## src/rtl/truth_table_sweeper_if.sv

```systemverilog
// Stimulus/response bundle between the truth-table sweeper and the 4-input
// function under test plus whoever consumes the sweep results.
//   start      : sweep request (sampled only while the sweeper is idle)
//   F          : function output fed back to the sweeper
//   A,B,C,D    : stimulus vector, A is the MSB
//   busy, done : sweep in progress / one-cycle results-valid pulse
//   pass, tbl, err_count, first_bad : sweep results (tbl bit k = F at vector k)
interface truth_table_sweeper_if;
  localparam int unsigned N_VEC   = 16;
  localparam int unsigned ERR_W   = 5;
  localparam int unsigned IDX_W   = 4;

  logic               start;
  logic               F;
  logic               A;
  logic               B;
  logic               C;
  logic               D;
  logic               busy;
  logic               done;
  logic               pass;
  logic [N_VEC-1:0]   tbl;
  logic [ERR_W-1:0]   err_count;
  logic [IDX_W-1:0]   first_bad;

  // Sweeper side.
  modport master (
    input  start, F,
    output A, B, C, D, busy, done, pass, tbl, err_count, first_bad
  );

  // Requester / function-under-test side.
  modport slave (
    output start, F,
    input  A, B, C, D, busy, done, pass, tbl, err_count, first_bad
  );
endinterface

```

## src/rtl/truth_table_sweeper.sv

```systemverilog
// Walks the 4-input function under test through vectors 0..15, holds each
// vector SETTLE cycles before sampling F, builds the 16-bit truth table and
// compares it against EXPECTED at the end of the sweep.
//   clk   : rising-edge clock
//   reset : synchronous active-high reset, dominates everything
//   bus   : truth_table_sweeper_if master (start/F in; A..D, busy, done,
//           pass, tbl, err_count, first_bad out; all outputs registered)
module truth_table_sweeper #(
  parameter int unsigned SETTLE   = 2,
  parameter logic [15:0] EXPECTED = 16'hF830
) (
  input  logic                   clk,
  input  logic                   reset,
  truth_table_sweeper_if.master  bus
);

  localparam int unsigned N_VEC  = 16;
  localparam int unsigned IDX_W  = 4;
  localparam int unsigned CNT_W  = 4;
  localparam int unsigned ERR_W  = 5;
  localparam logic [IDX_W-1:0] LAST_IDX    = IDX_W'(N_VEC - 1);
  // Settle-counter value on the last WAIT cycle of a vector.
  localparam logic [CNT_W-1:0] SETTLE_LAST = CNT_W'((SETTLE == 0) ? 0 : SETTLE - 1);

  typedef enum logic [1:0] {
    S_IDLE   = 2'd0,
    S_WAIT   = 2'd1,
    S_SAMPLE = 2'd2,
    S_DONE   = 2'd3
  } state_e;

  state_e             state_q, state_d;
  logic [IDX_W-1:0]   idx_q;
  logic [CNT_W-1:0]   cnt_q;
  logic [IDX_W-1:0]   abcd_q;
  logic [N_VEC-1:0]   tbl_q;
  logic               pass_q;
  logic [ERR_W-1:0]   err_q;
  logic [IDX_W-1:0]   first_q;
  logic               busy_q;
  logic               done_q;

  logic               busy_d;
  logic               done_d;
  logic [N_VEC-1:0]   tbl_upd;
  logic [N_VEC-1:0]   diff;
  logic [ERR_W-1:0]   err_d;
  logic [IDX_W-1:0]   first_d;
  logic               found;

  // State register.
  always_ff @(posedge clk) begin
    if (reset) state_q <= S_IDLE;
    else       state_q <= state_d;
  end

  // Next-state logic.
  always_comb begin
    state_d = state_q;
    case (state_q)
      S_IDLE:   if (bus.start) state_d = (SETTLE == 0) ? S_SAMPLE : S_WAIT;
      S_WAIT:   if (cnt_q == SETTLE_LAST) state_d = S_SAMPLE;
      S_SAMPLE: begin
        if (idx_q == LAST_IDX) state_d = S_DONE;
        else                   state_d = (SETTLE == 0) ? S_SAMPLE : S_WAIT;
      end
      S_DONE:   state_d = S_IDLE;
      default:  state_d = S_IDLE;
    endcase
  end

  // Output/result decode: status flags follow the next state so they are
  // registered, and the result fields are derived from the table including
  // the sample being taken this cycle.
  always_comb begin
    busy_d  = (state_d == S_WAIT) || (state_d == S_SAMPLE);
    done_d  = (state_d == S_DONE);
    tbl_upd = tbl_q;
    tbl_upd[idx_q] = bus.F;
    diff    = tbl_upd ^ EXPECTED;
    err_d   = '0;
    first_d = '0;
    found   = 1'b0;
    for (int i = 0; i < int'(N_VEC); i++) begin
      err_d = err_d + ERR_W'(diff[i]);
      if (diff[i] && !found) begin
        first_d = IDX_W'(i);
        found   = 1'b1;
      end
    end
  end

  // Datapath and output registers.
  always_ff @(posedge clk) begin
    if (reset) begin
      idx_q   <= '0;
      cnt_q   <= '0;
      abcd_q  <= '0;
      tbl_q   <= '0;
      pass_q  <= 1'b0;
      err_q   <= '0;
      first_q <= '0;
      busy_q  <= 1'b0;
      done_q  <= 1'b0;
    end else begin
      busy_q <= busy_d;
      done_q <= done_d;
      case (state_q)
        S_IDLE: begin
          if (bus.start) begin
            idx_q   <= '0;
            cnt_q   <= '0;
            abcd_q  <= '0;
            tbl_q   <= '0;
            pass_q  <= 1'b0;
            err_q   <= '0;
            first_q <= '0;
          end
        end
        S_WAIT: cnt_q <= cnt_q + CNT_W'(1);
        S_SAMPLE: begin
          tbl_q <= tbl_upd;
          if (idx_q == LAST_IDX) begin
            abcd_q  <= '0;
            pass_q  <= (diff == '0);
            err_q   <= err_d;
            first_q <= first_d;
          end else begin
            idx_q  <= idx_q + IDX_W'(1);
            abcd_q <= idx_q + IDX_W'(1);
            cnt_q  <= '0;
          end
        end
        default: ;
      endcase
    end
  end

  assign bus.A         = abcd_q[3];
  assign bus.B         = abcd_q[2];
  assign bus.C         = abcd_q[1];
  assign bus.D         = abcd_q[0];
  assign bus.busy      = busy_q;
  assign bus.done      = done_q;
  assign bus.pass      = pass_q;
  assign bus.tbl       = tbl_q;
  assign bus.err_count = err_q;
  assign bus.first_bad = first_q;

endmodule

```

## src/flat_wrapper.sv

```systemverilog
// flat-port wrapper written by rule: the top's interface ports become plain ports
module truth_table_sweeper_flat 
#(
  parameter int unsigned SETTLE   = 2,
  parameter logic [15:0] EXPECTED = 16'hF830
)
  (clk, reset, bus_start, bus_F, bus_A, bus_B, bus_C, bus_D, bus_busy, bus_done, bus_pass, bus_tbl, bus_err_count, bus_first_bad);
  truth_table_sweeper_if bus_i ();
  input  logic clk;
  input  logic reset;
  input wire logic [$bits(bus_i.start)-1:0] bus_start;
  input wire logic [$bits(bus_i.F)-1:0] bus_F;
  output wire logic [$bits(bus_i.A)-1:0] bus_A;
  output wire logic [$bits(bus_i.B)-1:0] bus_B;
  output wire logic [$bits(bus_i.C)-1:0] bus_C;
  output wire logic [$bits(bus_i.D)-1:0] bus_D;
  output wire logic [$bits(bus_i.busy)-1:0] bus_busy;
  output wire logic [$bits(bus_i.done)-1:0] bus_done;
  output wire logic [$bits(bus_i.pass)-1:0] bus_pass;
  output wire logic [$bits(bus_i.tbl)-1:0] bus_tbl;
  output wire logic [$bits(bus_i.err_count)-1:0] bus_err_count;
  output wire logic [$bits(bus_i.first_bad)-1:0] bus_first_bad;
  assign bus_i.start = bus_start;
  assign bus_i.F = bus_F;
  assign bus_A = bus_i.A;
  assign bus_B = bus_i.B;
  assign bus_C = bus_i.C;
  assign bus_D = bus_i.D;
  assign bus_busy = bus_i.busy;
  assign bus_done = bus_i.done;
  assign bus_pass = bus_i.pass;
  assign bus_tbl = bus_i.tbl;
  assign bus_err_count = bus_i.err_count;
  assign bus_first_bad = bus_i.first_bad;
  truth_table_sweeper #(.SETTLE(SETTLE), .EXPECTED(EXPECTED)) u_core (.clk(clk), .reset(reset), .bus(bus_i));
endmodule
```

## config.mk

```make
export PLATFORM = sky130hd
export DESIGN_NAME = truth_table_sweeper_flat
export DESIGN_NICKNAME = d
export VERILOG_FILES = /design/src/rtl/truth_table_sweeper_if.sv /design/src/rtl/truth_table_sweeper.sv /design/src/flat_wrapper.sv
export SDC_FILE = /design/constraint.sdc
export NUM_CORES = 1
export LEC_CHECK = 0
export ABC_AREA = 1
export CAP_MARGIN = 20
export CORE_MARGIN = 2
export CORE_UTILIZATION = 25
export CTS_CLUSTER_SIZE = 40
export DETAILED_ROUTE_END_ITERATION = 8
export GPL_ROUTABILITY_DRIVEN = 0
export PLACE_DENSITY_LB_ADDON = 0.3
export REMOVE_ABC_BUFFERS = 1
export SYNTH_ARGS = -nofsm -noshare
export SYNTH_HDL_FRONTEND = slang
export SYNTH_SLANG_ARGS = --single-unit
```

## constraint.sdc

```tcl
create_clock -name clk -period 11.5 [get_ports clk]
set_clock_uncertainty 0.1 [all_clocks]
set_input_delay 2.3 -clock clk [delete_from_list [all_inputs] [get_ports clk]]
set_output_delay 2.3 -clock clk [all_outputs]
set_load 0.005 [all_outputs]
```

-- Word-level counts from Yosys, hierarchy flattened
Index checks and enable logic that the tools add are counted.
- register bits after elaboration: 42
- output and inout port bits: 32
- logic and storage cells: 135
- input bits: 4
- $lt $le $gt $ge: 2
- eq/ne operators: 11
- reduce and logical (&&, ||, !) cells: 40
- $add $sub $neg: 17
- mux-type cells: 54
- bitwise logic cells: 1
- operators by type and width (kind ; number):
    $add 5x1->5 ; 14
    $mux 4 ; 13
    $pmux 16 s2 ; 1
    $pmux 4 s2 ; 3
    $mux 1 ; 19
    $bwmux 16 ; 1
    $logic_and 1x1->1 ; 16
    $logic_not 16->1 ; 1
    $mux 16 ; 1
    $logic_not 1->1 ; 15
    $mux 3 ; 4
    $pmux 4 s3 ; 1
    $mux 2 ; 5
    $mux 5 ; 2
    $pmux 5 s2 ; 1
    $reduce_and 3->1 ; 3
    $add 4x1->4 const B ; 2
    $eq 2x2->1 const B ; 4
    $pmux 2 s4 ; 1
    $not 7->7 ; 1
    $lt 4x5->1 const B ; 1
    $demux 1 s4 ; 1
    $eq 2x1->1 const B ; 2
    $eq 4x1->1 const B ; 1
    other kinds (11) ; 12

-- Logic depth before layout (Yosys ltp)
Gate-level depths: netlist of run 1.
- word-level depth: 53
- mapped depth: 23

-- Worst setup path before layout of run 1
Ideal clock, no wire load.
- path kind: input to register
- start: in bus_F
- end: reg u_core.err_q[1] (netlist: u_core.bus.err_count[1])
- buffers on the path: 0
- path slack: 5.313 ns
- setup time: 0.116 ns
- stages on the path: 17
- arrival: 5.971 ns
- required time: 11.284 ns
- cell sequence: inv_2 -> nand3_1 -> nand2_1 -> nand2_1 -> inv_1 -> or2_2 -> fa_1 -> fa_1 -> fa_1 -> inv_1 -> fa_1 -> inv_1 -> fa_1 -> inv_1 -> fa_1 -> a21oi_1 -> nor2_1
- cells in the longest elaborated chain, start to end: 18
- elaborated cells between the ends (all ways): 19
- ends and longest elaborated chain (element ; line ; text):
    start: declaration ; flat_wrapper.sv:12 ; input wire logic [$bits(bus_i.F)-1:0] bus_F;
    $bwmux 16 * ; truth_table_sweeper.sv:79 ; tbl_upd[idx_q] = bus.F;
    $add 1x1->2 ; truth_table_sweeper.sv:85 ; err_d = err_d + ERR_W'(diff[i]);
    $add 5x1->5 (13 in a row) ; truth_table_sweeper.sv:85 ;
    $add 5x1->5 * ; truth_table_sweeper.sv:85 ;
    $mux 5 * ; truth_table_sweeper.sv:123 ; if (idx_q == LAST_IDX) begin
    $pmux 5 s2 * ; truth_table_sweeper.sv:108 ; case (state_q)
    end signal: assignment ; truth_table_sweeper.sv:126 ; err_q <= err_d;
    end: declaration ; truth_table_sweeper.sv:38 ; logic [ERR_W-1:0] err_q;
Mark *: on every way between the ends. The rest lies on a longest branch, timed or not. The select of a mux whose other input is x is not followed.
A chain may end at the register's enable or synchronous reset.

-- Worst setup path in the final report of run 1
Ends and elaborated chain as after synthesis.

==> metrics.yaml, run 1 <==
run_status:
  outcome: "completed"
clock_tree:
  cts_buffer_depth: 2
  clk_pin_slew_ps: 90
  cts_tree: "yes"
  cts_made_buffers: 5
  cts_hold_buf: 0
  clk_latency_ps: 300
  post_cts_buffers: 0
  cts-htree-levels: 2
  cts.sinks: 42
  post_cts_resized: 0
  root_buffer: "clkbuf_8"
min_path:
  hp-class: "register to register"
global_route:
  first_global_vias: 2467
  grt_first_pass_wirelength_um: 12100
  overflow: 0
  grt_usage_pct: 13.4
  grt_max_degree: 31
  grt_antenna_before_repair: 0
routing:
  vias_per_cell: 4.42
  routed_wl_um: 6900
  routed.top_layer: "met4"
  vias: 2391
  avgRoutedWirePerCell_um: 12.8
  drc: 0
  postRouteAntennaNets: 0
  m1WireLength_um: 3530
  wl_met2_um: 3020
  drtPass1Iterations: 4
  dr.first_iter.drc_count: 119
  route.met3.wl_um: 237
die:
  start_util_pct: 25.5
  core_area_mm2: 0.0102
  die_area_mm2: 0.0113
  die_w_um: 106
  rows: 37
  ios: 36
  die_h_um: 106
cells_and_area:
  antenna_cells: 0
  synthToLayoutAreaGrowth_pct: 21.8
  nets: 429
  finalInstanceArea_mm2: 0.00318
  fin_util_pct: 31.1
  drive_gt1_share_pct: 8.15
  nFillCells: 1099
timing:
  max_freq_mhz: 146
  slew_viol_final: 0
  fin_crit_sh_pct: 59.5
  relSlewSlack_pct: 43.6
  final_hold_viol_count: 0
  tns_ps: 0
  setup_violations: 0
  period_needed_ps: 6850
  grt_setup_unrepaired: "false"
  tightest_slew_ps: 842
critical_path:
  end_kind: "register"
  crit_type: "primary input to register"
  cp.required_ps: 11600
  crit_path_max_incr_delay_ps: 650
  cp_slowest_cell: "clkdlybuf4s50_1"
  crit_path_cell_trace: "clkdlybuf4s50_1 -> inv_2 -> nand3_1 -> nand2_1 -> nand2_1 -> inv_1 -> or2_2 -> fa_1 -> fa_1 -> fa_1 -> inv_1 -> fa_1 -> inv_1 -> fa_1 -> inv_1 -> fa_1 -> a21oi_1 -> nor2_1"
  cp-start-kind: "primary input"
  crit_top_cell: "fa_1"
  crit_arrival_ps: 6940
  cp_max_fo: 10
synth:
  synth_area_leader_cell: "dfxtp_1"
  ys_ff_latch: 42
  synth-warning-count: 0
  ys_types: 36
  synth.top_cell.area_share_pct: 32.2
  yosys-top-cells-count: "nand2_1 (99), inv_1 (47), dfxtp_1 (42)"
  synth_cells: 370
  synth_top_flop_cell: "dfxtp_1"
  async_reset_ff_share_pct: 0
  seq_area_frac_synth_pct: 32.2
  syn-cell-area_mm2: 0.00261
  avgSynthCellArea_um2: 7.06
  synth_edf_count: 0
  synthTopCellsByArea: "dfxtp_1 (32%), nand2_1 (14%), fa_1 (7.7%)"
  post-synth-top-count-cell: "nand2_1"
place:
  placed_cell_area_mm2: 0.00310
  io_buffers: 35
  dp_hpwl_um: 5190
job:
  maxCapViolCount: 0
power_and_ir_drop:
  vdd_drop_max_v: 0.0000477
  p_leak_nw: 1.27
  p_per_area_mw_per_mm2: 91.2
## registers in the layout (all words and copies together) (netlist names), 2 cells and up
| register | count |
|---|---|
| u_core.bus.err_count | 5 |
| u_core.bus.tbl | 16 |
| u_core.idx_q | 4 |
| u_core.state_q | 2 |
| u_core.abcd_q | 4 |
| u_core.cnt_q | 4 |
| u_core.bus.first_bad | 4 |
## worst paths after layout
| kind | from | endpoint | slack (ps) | depth (start not counted) |
|---|---|---|---|---|
| worst max register to register | u_core.idx_q[2] | u_core.bus.err_count[1] | 6580 | 16 |
| worst min register to register | u_core.abcd_q[2] | u_core.abcd_q[2] | 370 | 2 |
| worst max-delay path | bus_F | u_core.bus.err_count[1] | 4650 | 18 |
| worst min-delay path | u_core.abcd_q[2] | u_core.abcd_q[2] | 370 | 2 |
## worst max-delay path, delay by kind of cell
kind | cells | cell delay, ps
buf+inv | 6 | 1080
simple gates | 5 | 700
compound gates | 1 | 130
fa+ha+maj | 6 | 2730
## cells in the final DEF, fill, tap and decap left out, types with 3 or more instances in the layout
master	instances
nand3_1	26
a21oi_1	28
nand2_2	3
clkbuf_8	5
a21oi_2	3
nor2_1	27
o21ai_1	6
o21ai_0	13
dfxtp_1	42
fa_1	10
inv_2	6
ha_1	11
nand4_1	8
nor3_1	3
nor2_4	4
clkdlybuf4s50_1	35
nand2_1	99
inv_1	47
nor2_2	3
## layer usage
layer	track usage, %	vias up
li1	-	1253
met2	21.4	52
met5	0	-
met1	18.1	1075
met4	4.04	0
met3	2.64	11
## final cells by class
class	instances	area, µm²	area share [%]
multi-input combinational	264	1520	47.7
sequential	42	841	26.4
clock inverter	2	13.8	0.433
timing repair buffer	37	365	11.5
clock buffer	6	72.6	2.28
inverter	54	203	6.37
tap	136	170	5.35
## cells by family after synthesis
kind of cell             synth area share (%)
flip-flops                               32.2
adder cells (fa/ha/maj)                  12.9
AO/OA/AOI/OAI                            13.8
XOR/XNOR                                0.671
buffers and inverters                    9.77
AND/OR/NAND/NOR                          30.7
## power by group
group	total (mW)	leakage, nW	switching (mW)	internal (mW)
combinational	0.0430	0.884	0.0274	0.0156
clock	0.0971	0.0452	0.0542	0.0430
sequential	0.150	0.340	0.00207	0.148
total	0.290	1.27	0.0836	0.206
## through the flow
step / power, mW / cells / setup slack (ps) / hold slack (ps)
detailed placement: 0.196 / 533 / 4350 / 364
floorplan: 0.181 / 360 / 5310 / 351
CTS: 0.295 / 541 / 4670 / 378
global route: 0.307 / 541 / 4380 / 396
finish: 0.290 / 541 / 4650 / 370
global placement: 0.196 / 533 / 4460 / 356
Power figures use the tool's default switching activity.
==> run 2, diff against run 1 <==
- clock period: 11.5 -> 6.6 ns (I/O delays scaled with it)
==> run 2 against run 1 <==
Worst hold slack hardly changed. Core utilization is 0.50 points higher. Sequential power is 74% higher. Power is 100% higher. Final area is 1.6% higher. Register-to-register slack worse by 4900 ps.
==> metrics.yaml, run 2 (same netlist as run 1, synthesis figures left out) <==
clock_tree:
  post_cts_buffers: 0  # unchanged
  cts_hold_buf: 0  # unchanged
  post_cts_resized: 0  # unchanged
  cts_made_buffers: 5  # unchanged
  cts_buffer_depth: 2  # unchanged
  clk_pin_slew_ps: 80  # about the same
  cts.sinks: 42  # unchanged
  root_buffer: "clkbuf_8"
  cts_tree: "yes"
  clk_latency_ps: 300  # about the same
  cts-htree-levels: 2  # unchanged
timing:
  whs_ps: 370  # -0.0540 ps
  fin_crit_sh_pct: 89.2
  relSlewSlack_pct: 46.8  # +3.1 points
  period_needed_ps: 5880
  tightest_slew_ps: 795  # -46.9 ps
  fin_ws_ps: 715  # -3940 ps
  final_hold_viol_count: 0  # unchanged
  slew_viol_final: 0  # unchanged
  setup_violations: 0  # unchanged
  max_freq_mhz: 170
  grt_setup_unrepaired: "false"
  tns_ps: 0  # unchanged
cells_and_area:
  final_cells: 541  # unchanged
  drive_gt1_share_pct: 8.40  # +0.25 points
  largest_reg_flops: 16  # unchanged
  fin_util_pct: 31.6  # +0.50 points
  finalInstanceArea_mm2: 0.00323  # +1.6%
  synthToLayoutAreaGrowth_pct: 23.8
  final_common_cell: "nand2_1"
  antenna_cells: 0  # unchanged
  nets: 429  # unchanged
  layout_common_cells: "nand2_1 (99), inv_1 (47), dfxtp_1 (42)"
global_route:
  grt_usage_pct: 13.0  # -0.32 points
  gr-max-usage-layer: "met2"
  grt_first_pass_wirelength_um: 11800  # -2.7%
  met3_usage_pct: 2.33  # -0.31 points
  use_met2_pct: 21.5  # +0.14 points
  grt_max_degree: 31  # unchanged
  first_global_vias: 2405  # -2.5%
  grt_antenna_before_repair: 0  # unchanged
  overflow: 0  # unchanged
  grt_use_met1_pct: 17.7  # -0.48 points
place:
  placed_cell_area_mm2: 0.00310  # unchanged
  dp_cells: 533  # unchanged
  dp_hpwl_um: 5180  # -0.26%
  io_buffers: 35  # unchanged
  pre_cts_slack_ps: 404  # -3950 ps
die:
  die_w_um: 106  # unchanged
  start_util_pct: 25.5  # unchanged
  die_area_mm2: 0.0113  # unchanged
  rows: 37  # unchanged
  core_area_mm2: 0.0102  # unchanged
  die_h_um: 106  # unchanged
  ios: 36  # unchanged
power_and_ir_drop:
  clkPwrFrac_pct: 42.5  # +9.0 points
  p_per_area_mw_per_mm2: 181  # +98%
  p_leak_nw: 1.29  # +1.8%
  power.internal_mw: 0.437  # +110%
  power_mw: 0.585  # +100%
  swShare_pct: 25.3  # -3.5 points
  pwr-share-comb_pct: 12.8  # -2.0 points
  vdd_drop_max_v: 0.0000862  # +81%
  p_switching_mw: 0.148  # +77%
  seq_power_share_pct: 44.7  # -7.0 points
critical_path:
  r2r-start: "u_core.idx_q[2]"
  r2r_end: "u_core.bus.err_count[1]"
  rr_worst_depth: 16  # unchanged
  rrSetupSlack_ps: 1650  # -4930 ps
  cp.required_ps: 6690  # -4910 ps
  cp-start-kind: "primary input"
  crit_type: "primary input to register"
  startpoint: "bus_F"
  crit_end: "u_core.bus.err_count[1]"
  end_kind: "register"
  cp_max_fo: 10  # unchanged
  crit_arrival_ps: 5970  # -970 ps
job:
  maxCapViolCount: 0  # unchanged
routing:
  drtPass1Iterations: 4  # unchanged
  vias: 2396  # +0.21%
  drc: 0  # unchanged
  vias_per_cell: 4.43  # +0.21%
  routed_wl_um: 6850  # -0.74%
  postRouteAntennaNets: 0  # unchanged
  dr.first_iter.drc_count: 125  # +5.0%
  avgRoutedWirePerCell_um: 12.7  # -0.74%
run_status:
  outcome: "completed"
min_path:
  hp-start: "u_core.bus.first_bad[0]"
  hp-class: "register to register"
run 2: cell count changes in the layout (fill, tap and decap cells not counted), sizes merged:
cell and delta:
clkinv -1, bufinv +2, clkbuf -1
run 2: area by class of cell:
type	instances	area (µm²)
fillers	1094	7000
multi-input cells	264	1520
flip-flops and latches	42	841
repair buffers	37	365
inverters	54	203
well taps	136	170
clock buffers	5	68.8
clock inverters	3	68.8
run 2: per-layer routing:
| layer | share of wire (%) | up-vias | wire [µm] |
|---|---|---|---|
| met5 | 0 | - | 0 |
| met4 | 0.86 | 0 | 59 |
| met3 | 4.9 | 6 | 333 |
| met2 | 45 | 63 | 3050 |
| met1 | 50 | 1075 | 3400 |
| li1 | - | 1252 | - |
run 2: power groups by stage:
stage | Sequential (mW) | Clock, mW | Combinational [mW]
floorplan | 0.267 | 0 | 0.0492
detailed placement | 0.267 | 0 | 0.0746
CTS | 0.261 | 0.258 | 0.0757
global route | 0.262 | 0.268 | 0.0866
global placement | 0.267 | 0 | 0.0741
finish | 0.261 | 0.249 | 0.0748
run 2: worst min path at each step:
stage / end / slack, ps / cells after the start
6_report: u_core.bus.first_bad[0] / 370 / 2
5_1_grt: u_core.bus.first_bad[0] / 400 / 2
3_3_place_gp: u_core.abcd_q[2] / 360 / 2
3_5_place_dp: u_core.abcd_q[2] / 360 / 2
4_1_cts: u_core.abcd_q[2] / 370 / 2
2_1_floorplan: u_core.abcd_q[2] / 350 / 2
run 2: worst max-delay path: stages:
cell and delay, ps:
clkdlybuf4s50_1 640, inv_2 150, nand3_1 130, nand2_1 100
nand2_1 140, inv_1 70, or2_2 280, fa_1 480
fa_1 500, fa_1 520, inv_1 50, fa_1 470
inv_1 50, fa_1 380, inv_1 90, fa_1 390
a21oi_1 130, nor2_1 60
